**src/rtl/timer_share_ctrl.sv**
```systemverilog
// timer_share_ctrl: one prescaled hold timer shared round-robin among N_REQ requesters.
// A requester raises req[i] with a duration (in ticks) on dur[i*DUR_W +: DUR_W];
// the block grants one channel at a time, times the hold, then pulses done/aborted.
// Ports:
//   clk, rst_n     clock, asynchronous active-low reset
//   req[N_REQ]     level request per channel, held until done/aborted
//   dur            packed per-channel durations in ticks (latched at grant)
//   abort          cancels the current hold (ignored when idle)
//   grant[N_REQ]   one-hot, high for the whole hold
//   busy           high while a hold is running or finishing
//   done[N_REQ]    one-cycle pulse on normal completion
//   aborted[N_REQ] one-cycle pulse on cancel or request drop
module timer_share_ctrl #(
    parameter int unsigned CLK_HZ  = 100_000_000,
    parameter int unsigned TICK_HZ = 1000,
    parameter int unsigned N_REQ   = 4,
    parameter int unsigned DUR_W   = 16
) (
    input  logic                   clk,
    input  logic                   rst_n,
    input  logic [N_REQ-1:0]       req,
    input  logic [N_REQ*DUR_W-1:0] dur,
    input  logic                   abort,
    output logic [N_REQ-1:0]       grant,
    output logic                   busy,
    output logic [N_REQ-1:0]       done,
    output logic [N_REQ-1:0]       aborted
);

    localparam int unsigned TICK_DIV = CLK_HZ / TICK_HZ;
    localparam int unsigned PRESC_W  = (TICK_DIV > 1) ? $clog2(TICK_DIV) : 1;
    localparam int unsigned IDX_W    = $clog2(N_REQ);
    localparam logic [PRESC_W-1:0] PRESC_LAST = PRESC_W'(TICK_DIV - 1);

    // Elaboration-time parameter checks
    if ((CLK_HZ % TICK_HZ) != 0 || TICK_DIV < 1) begin : g_bad_tick_div
        $error("timer_share_ctrl: CLK_HZ/TICK_HZ must be an exact integer >= 1");
    end
    if (N_REQ < 2 || N_REQ > 8) begin : g_bad_n_req
        $error("timer_share_ctrl: N_REQ must be in 2..8");
    end

    typedef enum logic [1:0] {
        ST_IDLE = 2'd0,
        ST_RUN  = 2'd1,
        ST_FIN  = 2'd2
    } state_e;

    state_e              state_q, state_d;
    logic [IDX_W-1:0]    ptr_q, ptr_d;
    logic [IDX_W-1:0]    win_q, win_d;
    logic [PRESC_W-1:0]  presc_q, presc_d;
    logic [DUR_W-1:0]    rem_q, rem_d;
    logic [N_REQ-1:0]    grant_q, grant_d;
    logic                busy_q, busy_d;
    logic [N_REQ-1:0]    done_q, done_d;
    logic [N_REQ-1:0]    aborted_q, aborted_d;

    logic                arb_found;
    logic [IDX_W-1:0]    arb_sel;
    logic [IDX_W-1:0]    arb_idx;
    int unsigned         arb_pos;
    logic [DUR_W-1:0]    arb_dur;
    logic                tick_wrap;
    logic                terminal;

    function automatic logic [N_REQ-1:0] onehot(input logic [IDX_W-1:0] i);
        logic [N_REQ-1:0] v;
        v    = '0;
        v[i] = 1'b1;
        return v;
    endfunction

    // Round-robin pick: first pending channel searching upward from ptr+1, wrapping
    always_comb begin
        arb_found = 1'b0;
        arb_sel   = '0;
        arb_idx   = '0;
        arb_pos   = 0;
        for (int unsigned k = 1; k <= N_REQ; k++) begin
            arb_pos = (32'(ptr_q) + k) % N_REQ;
            arb_idx = IDX_W'(arb_pos);
            if (!arb_found && req[arb_idx]) begin
                arb_found = 1'b1;
                arb_sel   = arb_idx;
            end
        end
        arb_dur = dur[32'(arb_sel)*DUR_W +: DUR_W];
    end

    assign tick_wrap = (presc_q == PRESC_LAST);
    // Last clock of the last tick; completion beats a coincident abort/drop
    assign terminal  = tick_wrap && (rem_q == DUR_W'(1));

    // Next-state and registered-output logic
    always_comb begin
        state_d   = state_q;
        ptr_d     = ptr_q;
        win_d     = win_q;
        presc_d   = presc_q;
        rem_d     = rem_q;
        grant_d   = '0;
        busy_d    = 1'b0;
        done_d    = '0;
        aborted_d = '0;

        case (state_q)
            ST_IDLE: begin
                if (arb_found) begin
                    win_d   = arb_sel;
                    rem_d   = arb_dur;
                    presc_d = '0;
                    busy_d  = 1'b1;
                    if (arb_dur != '0) begin
                        state_d = ST_RUN;
                        grant_d = onehot(arb_sel);
                    end else begin
                        // Zero-length hold completes without ever granting
                        state_d = ST_FIN;
                        done_d  = onehot(arb_sel);
                    end
                end
            end
            ST_RUN: begin
                busy_d = 1'b1;
                if (terminal) begin
                    state_d = ST_FIN;
                    done_d  = onehot(win_q);
                    presc_d = '0;
                    rem_d   = rem_q - DUR_W'(1);
                end else if (abort || !req[win_q]) begin
                    state_d   = ST_FIN;
                    aborted_d = onehot(win_q);
                    presc_d   = '0;
                end else begin
                    grant_d = onehot(win_q);
                    if (tick_wrap) begin
                        presc_d = '0;
                        rem_d   = rem_q - DUR_W'(1);
                    end else begin
                        presc_d = presc_q + PRESC_W'(1);
                    end
                end
            end
            ST_FIN: begin
                // Winner becomes lowest priority for the next arbitration
                ptr_d   = win_q;
                state_d = ST_IDLE;
            end
            default: begin
                state_d = ST_IDLE;
            end
        endcase
    end

    // State and output registers
    always_ff @(posedge clk or negedge rst_n) begin
        if (!rst_n) begin
            state_q   <= ST_IDLE;
            ptr_q     <= IDX_W'(N_REQ - 1);
            win_q     <= '0;
            presc_q   <= '0;
            rem_q     <= '0;
            grant_q   <= '0;
            busy_q    <= 1'b0;
            done_q    <= '0;
            aborted_q <= '0;
        end else begin
            state_q   <= state_d;
            ptr_q     <= ptr_d;
            win_q     <= win_d;
            presc_q   <= presc_d;
            rem_q     <= rem_d;
            grant_q   <= grant_d;
            busy_q    <= busy_d;
            done_q    <= done_d;
            aborted_q <= aborted_d;
        end
    end

    assign grant   = grant_q;
    assign busy    = busy_q;
    assign done    = done_q;
    assign aborted = aborted_q;

endmodule

```
**config.mk**
```make
export PLATFORM = sky130hd
export DESIGN_NAME = timer_share_ctrl
export DESIGN_NICKNAME = d
export VERILOG_FILES = /design/src/rtl/timer_share_ctrl.sv
export SDC_FILE = /design/constraint.sdc
export NUM_CORES = 1
export LEC_CHECK = 0
export BUFFER_PORTS_ARGS = -buffer_cell sky130_fd_sc_hd__buf_2
export CAP_MARGIN = 20
export CORE_MARGIN = 1.5
export CORE_UTILIZATION = 30
export CTS_BUF_LIST = sky130_fd_sc_hd__clkbuf_2
export DETAILED_ROUTE_END_ITERATION = 12
export GPL_TIMING_DRIVEN = 0
export PLACE_DENSITY = 0.5
export SYNTH_ARGS = -nofsm -noshare
export SYNTH_HDL_FRONTEND = slang
export SYNTH_SLANG_ARGS = --single-unit
```
**constraint.sdc**
```tcl
create_clock -name clk -period 3.4 [get_ports clk]
set_clock_uncertainty 0.15 [all_clocks]
set_input_delay 0.51 -clock clk [delete_from_list [all_inputs] [get_ports clk]]
set_output_delay 0.51 -clock clk [all_outputs]
set_load 0.02 [all_outputs]
```
* Yosys cells after proc, flatten, opt, wreduce, memory -nomap -nowiden
Cells that the tools add are included.
Operators by class: add/sub/neg operators 6, $lt $le $gt $ge 8, muxes and demuxes 51, equality and inequality tests 8, shift-type cells 1, reductions and logical operators 18
Operator list (number):
- 2-to-1 mux 17 bit | 4
- 2-to-1 mux 16 bit | 4
- indexed part select 64 x 7 -> 16 bit | 1
- 2-to-1 mux 4 bit | 10
- one-hot mux 17 bit (2 select lines) | 1
- one-hot mux 16 bit (2 select lines) | 1
- < comparator 2 x 3 -> 1 bit (second input constant) | 6
- adder 17 x 1 -> 17 bit (second input constant) | 1
- equality test 17 bit (second input constant) | 1
- equality test 16 x 1 -> 1 bit (second input constant) | 1
- 2-to-1 mux 2 bit | 8
- one-hot mux 4 bit (2 select lines) | 2
- nonzero test 16 bit | 1
- subtractor 16 x 1 -> 16 bit (second input constant) | 1
- 2-to-1 mux 1 bit | 12
- binary-select mux 1 bit (select 2 bit) | 5
- inequality test 3 bit (second input constant) | 3
- logical AND 1 bit | 6
- AND reduction 2 bit | 3
- adder 2 x 1 -> 2 bit (second input constant) | 2
- adder 2 bit (second input constant) | 2
- demux 1 bit (select 2 bit) | 2
- greater-or-equal comparator 2 x 1 -> 1 bit (second input constant) | 2
- zero test 1 bit | 4
- other kinds (9) | 9
Storage, ports and cells: bits of input ports 71, output and inout port bits 13, register bits after elaboration 52, logic and storage cells 101

* Depth between registers and ports, before layout
depth in word-level cells 20, gate-level depth with buffers 9

* Worst setup path before layout
Ideal clock, no wire load.
path kind input port to flip-flop, start point input port req[0], end point register done_q[1] (netlist: done[1]), arrival 2.505 ns, setup slack 0.644 ns, stages on the path 8, path buffers 1, path through o21a_1 > a211oi_4 > buf_2 > mux2i_1 > mux2i_1 > nor4_1 > nand4_2 > o32ai_1
Between the ends: cells in the longest elaborated chain, start to end 19, elaborated cells on any way between the ends 32, classes of those cells 2 x order compare; 1 x shift; 21 x mux; 8 x reduce/logical
RTL lines:
- start: declaration | line 21 | input logic [N_REQ-1:0] req,
- parallel branches: the longest is 17 deep, another holds binary-select mux 1 bit (select 2 bit)
- 2-to-1 mux 4 bit * | line 109 | if (arb_found) begin
- one-hot mux 4 bit (2 select lines) * | line 107 | case (state_q)
- named net done_d[1] | line 56 | logic [N_REQ-1:0] done_q, done_d;
- end signal: assignment | line 176 | done_q <= done_d;
- end: declaration | line 56
Mark *: on every way through the listed nets, which the timed path passes. The select of a mux whose other input is x is not followed. A chain may end at the register's enable or synchronous reset.

* Final worst setup path
start point register ptr_q[1], end point register done_q[1] (netlist: done[1])
Between the ends: cells in the longest elaborated chain, start to end 20, elaborated cells on any way between the ends 36, classes of those cells 4 x add/sub; 2 x order compare; 1 x shift; 21 x mux; 8 x reduce/logical
RTL lines:
- start: declaration | line 50 | logic [IDX_W-1:0] ptr_q, ptr_d;
- start signal: assignment | line 160 | ptr_q <= IDX_W'(N_REQ - 1);
- start signal: assignment | line 170 | ptr_q <= ptr_d;
- parallel branches: the longest is 18 deep, another holds adder 2 x 1 -> 2 bit
- 2-to-1 mux 4 bit * | line 109
- one-hot mux 4 bit (2 select lines) * | line 107
- named net done_d[1] | line 56
Marks and branches as above.

==> impl_metrics.py <==
metrics = {
    "setup_path": {
        "r2r-end": "done[1]$_DFF_PN0_",
        "crit_required_ns": 3.64,
        "cp-end-kind": "flop",
        "criticalPathCategory": "flop to flop",
        "crit_arrival_ns": 3.40,
        "worstSetupStartpointType": "flop",
        "r2r_cells": 8,
        "path_max_fanout": 10,
        "regToRegStartpoint": "ptr_q[1]$_DFFE_PN1N_",
        "rrSetupSlack_ns": 0.24,
    },
    "route": {
        "vias_per_cell": 5.12,
        "first_pass_iters": 4,
        "wl_mm": 9.03,
        "first_iter_violations": 137,
        "wl_per_cell_um": 14.8,
        "drc": 0,
        "antenna_left": 0,
        "vias": 3133,
    },
    "floorplan": {
        "core.rowCount": 38,
        "design.die.area_mm2": 0.0117,
        "die_y_um": 108,
        "initial_core_util_pct": 30.6,
        "io_pins": 84,
        "fp.coreArea_mm2": 0.0108,
        "die-width_um": 108,
    },
    "yosys": {
        "syn-num-nets": 453,
        "synth_top_area_share_pct": 37.8,
        "yosysUniqueCellTypes": 47,
        "synth_edf_count": 0,
        "yosysWarnings": 0,
        "ys_seq_area_share_pct": 39.4,
        "synth_async_sr_flop_share_pct": 100,
        "syn_inst": 379,
        "yosys.area.top_type": "dfrtp_1",
        "synth-main-ff-cell": "dfrtp_1",
        "ys_seq_elements": 52,
        "yosys-top-cells-area": "dfrtp_1, mux2i_1, nor2_1",
        "netlist_area_mm2": 0.00331,
        "syn_avg_cell_area_um2": 8.73,
    },
    "clocking": {
        "clock_path_buffers": 2,
        "clk_latency_ns": 0.46,
        "cts-htree-levels": 2,
        "cts_setup_buffers": 0,
        "cts-root-buf": "clkbuf_2",
        "cts_tree": "built",
        "numCtsBuffers": 5,
        "clock-sinks": 52,
        "clkSlewWorstSetupHoldPaths_ns": 0.30,
    },
    "layout": {
        "drive_gt1_share_pct": 22.9,
        "final_cell_mix": "buf_2, dfrtp_1, nor2_1",
        "antenna_cells": 0,
        "area_growth_pct": 21.0,
        "finalNetCount": 545,
        "final_common_cell": "buf_2",
    },
    "sta": {
        "setup_viol": 0,
        "rsz0062_at_grt": "no",
        "max_freq_ghz": 0.316,
        "slew-limit-headroom_pct": 45.6,
        "min_period_over_period_pct": 93.1,
        "finalHoldViolations": 0,
        "tightestPinTransition_ns": 0.813,
        "fin_crit_ns": 3.16,
        "drv_slew": 0,
        "fin_setup_tns_ns": 0,
    },
    "power_and_ir_drop": {
        "p_total_uw": 2860,
        "power.density_mw_per_mm2": 714,
        "leakage_uw": 0.00179,
        "peakVddDrop_v": 0.000306,
    },
    "place": {
        "gp_congestion": 0.825,
        "numPortBuffers": 83,
        "hpwl_mm": 7.08,
    },
    "status": {
        "outcome": "finished, final reports clean",
    },
    "global_route": {
        "grt_pass1_wl_mm": 14.9,
        "grt_pass1_vias": 3125,
        "grt_antenna_before_repair": 0,
        "grt_max_degree": 30,
        "gr-total-overflow": 0,
        "grt_usage_pct": 16.0,
    },
    "flow_run": {
        "cap_violations": 0,
    },
    "min_path": {
        "min_path_type": "input pin to async pin",
    },
}
==> synthesized netlist by cell type, drive strengths merged, types with 2 or more instances <==
cell type,number
clkbuf,14
nor3,15
and3,2
dfrtp,50
o21ai,33
a32oi,2
inv,7
o32ai,3
and2,2
dfstp,2
mux2,3
nor2b,5
nand4,9
xnor2,2
a21oi,24
o21a,4
nor4,13
nand2,33
or3,10
o2bb2ai,2
a211oi,9
xor2,7
ha,3
o22ai,3
mux2i,42
a31o,2
nand3,6
buf,6
nor2,47
nand2b,7
==> state kept, by name, summed over array words and instances (netlist names) <==
signal and count:
win_q 2, busy 1, done 4, ptr_q 2, presc_q 17, state_q 2, aborted 4, grant 4
rem_q 16
==> worst max-delay path, stage by stage (launching register included) <==
cell	delay (ns)
dfstp_2	0.64
nor3b_2	0.07
a211oi_4	0.39
clkbuf_4	0.35
mux2i_1	0.23
mux2i_1	0.13
nor4_1	0.38
nand4_2	0.37
o32ai_1	0.40
==> per-stage QoR <==
stage / instances / utilization [%] / hold WS (ns) / instance area (um2) / worst slack [ns]
floorplan: 379 / - / 0.0644 / 3310 / 0.644
global placement: 602 / 36.1 / 0.328 / 3900 / -0.0703
detailed placement: 603 / 36.3 / 0.330 / 3920 / -0.0348
CTS: 612 / 37.1 / 0.372 / 4000 / 0.144
global route: 612 / 37.1 / 0.341 / 4000 / 0.0430
finish: 612 / 37.1 / 0.358 / 4000 / 0.236
==> per-layer routing <==
layer	vias up	wire length [um]	GRT usage, %
met5	-	0	0
met4	0	15	2.91
met3	2	219	1.87
met2	53	4660	28.4
met1	1512	4140	21.1
li1	1566	-	-
==> worst max-delay path by stage <==
stage	start	endpoint	slack, ns
2_1_floorplan	req[0]	done[1]$_DFF_PN0_	0.64
3_3_place_gp	req[0]	done[1]$_DFF_PN0_	-0.07
3_5_place_dp	req[1]	done[1]$_DFF_PN0_	-0.03
4_1_cts	ptr_q[1]$_DFFE_PN1N_	done[1]$_DFF_PN0_	0.14
6_report	ptr_q[1]$_DFFE_PN1N_	done[1]$_DFF_PN0_	0.24
5_1_grt	ptr_q[1]$_DFFE_PN1N_	done[3]$_DFF_PN0_	0.04
==> where the power goes <==
| group | internal (uW) | total [uW] | leakage, uW | switching (uW) |
|---|---|---|---|---|
| logic | 598 | 1570 | 0.00108 | 971 |
| clock network | 126 | 338 | 0.0000396 | 212 |
| registers | 803 | 951 | 0.000671 | 148 |
==> cell families after synthesis <==
logic type                 count (synthesis)  synth area share, %
and+or+nand+nor                          153                 22.7
AOI/OAI and AO/OA                         89                 16.6
DFF                                       52                 39.4
muxes                                     46                 14.4
buffers and inverters                     27                 3.37
xor gates and xnor gates                   9                 2.38
adders and majority gates                  3                 1.14
==> cell type report <==
| class | instances | area (um2) |
|---|---|---|
| plain buffers | 20 | 87.6 |
| clock buffers | 5 | 25.0 |
| clock inverters | 3 | 46.3 |
| fillers | 1127 | 6790 |
| inverters | 7 | 26.3 |
| multi-input cells | 300 | 1890 |
| flip-flops and latches | 52 | 1300 |
| well taps | 140 | 175 |
| repair buffers | 85 | 445 |
==> repair_timing <==
item                       CTS  global route
hold endpoints to repair    22             0
hold buffers                 1             0
gates resized for setup      0             1
setup endpoints to repair    0             2
No activity file was read; power rests on OpenSTA's default activity.
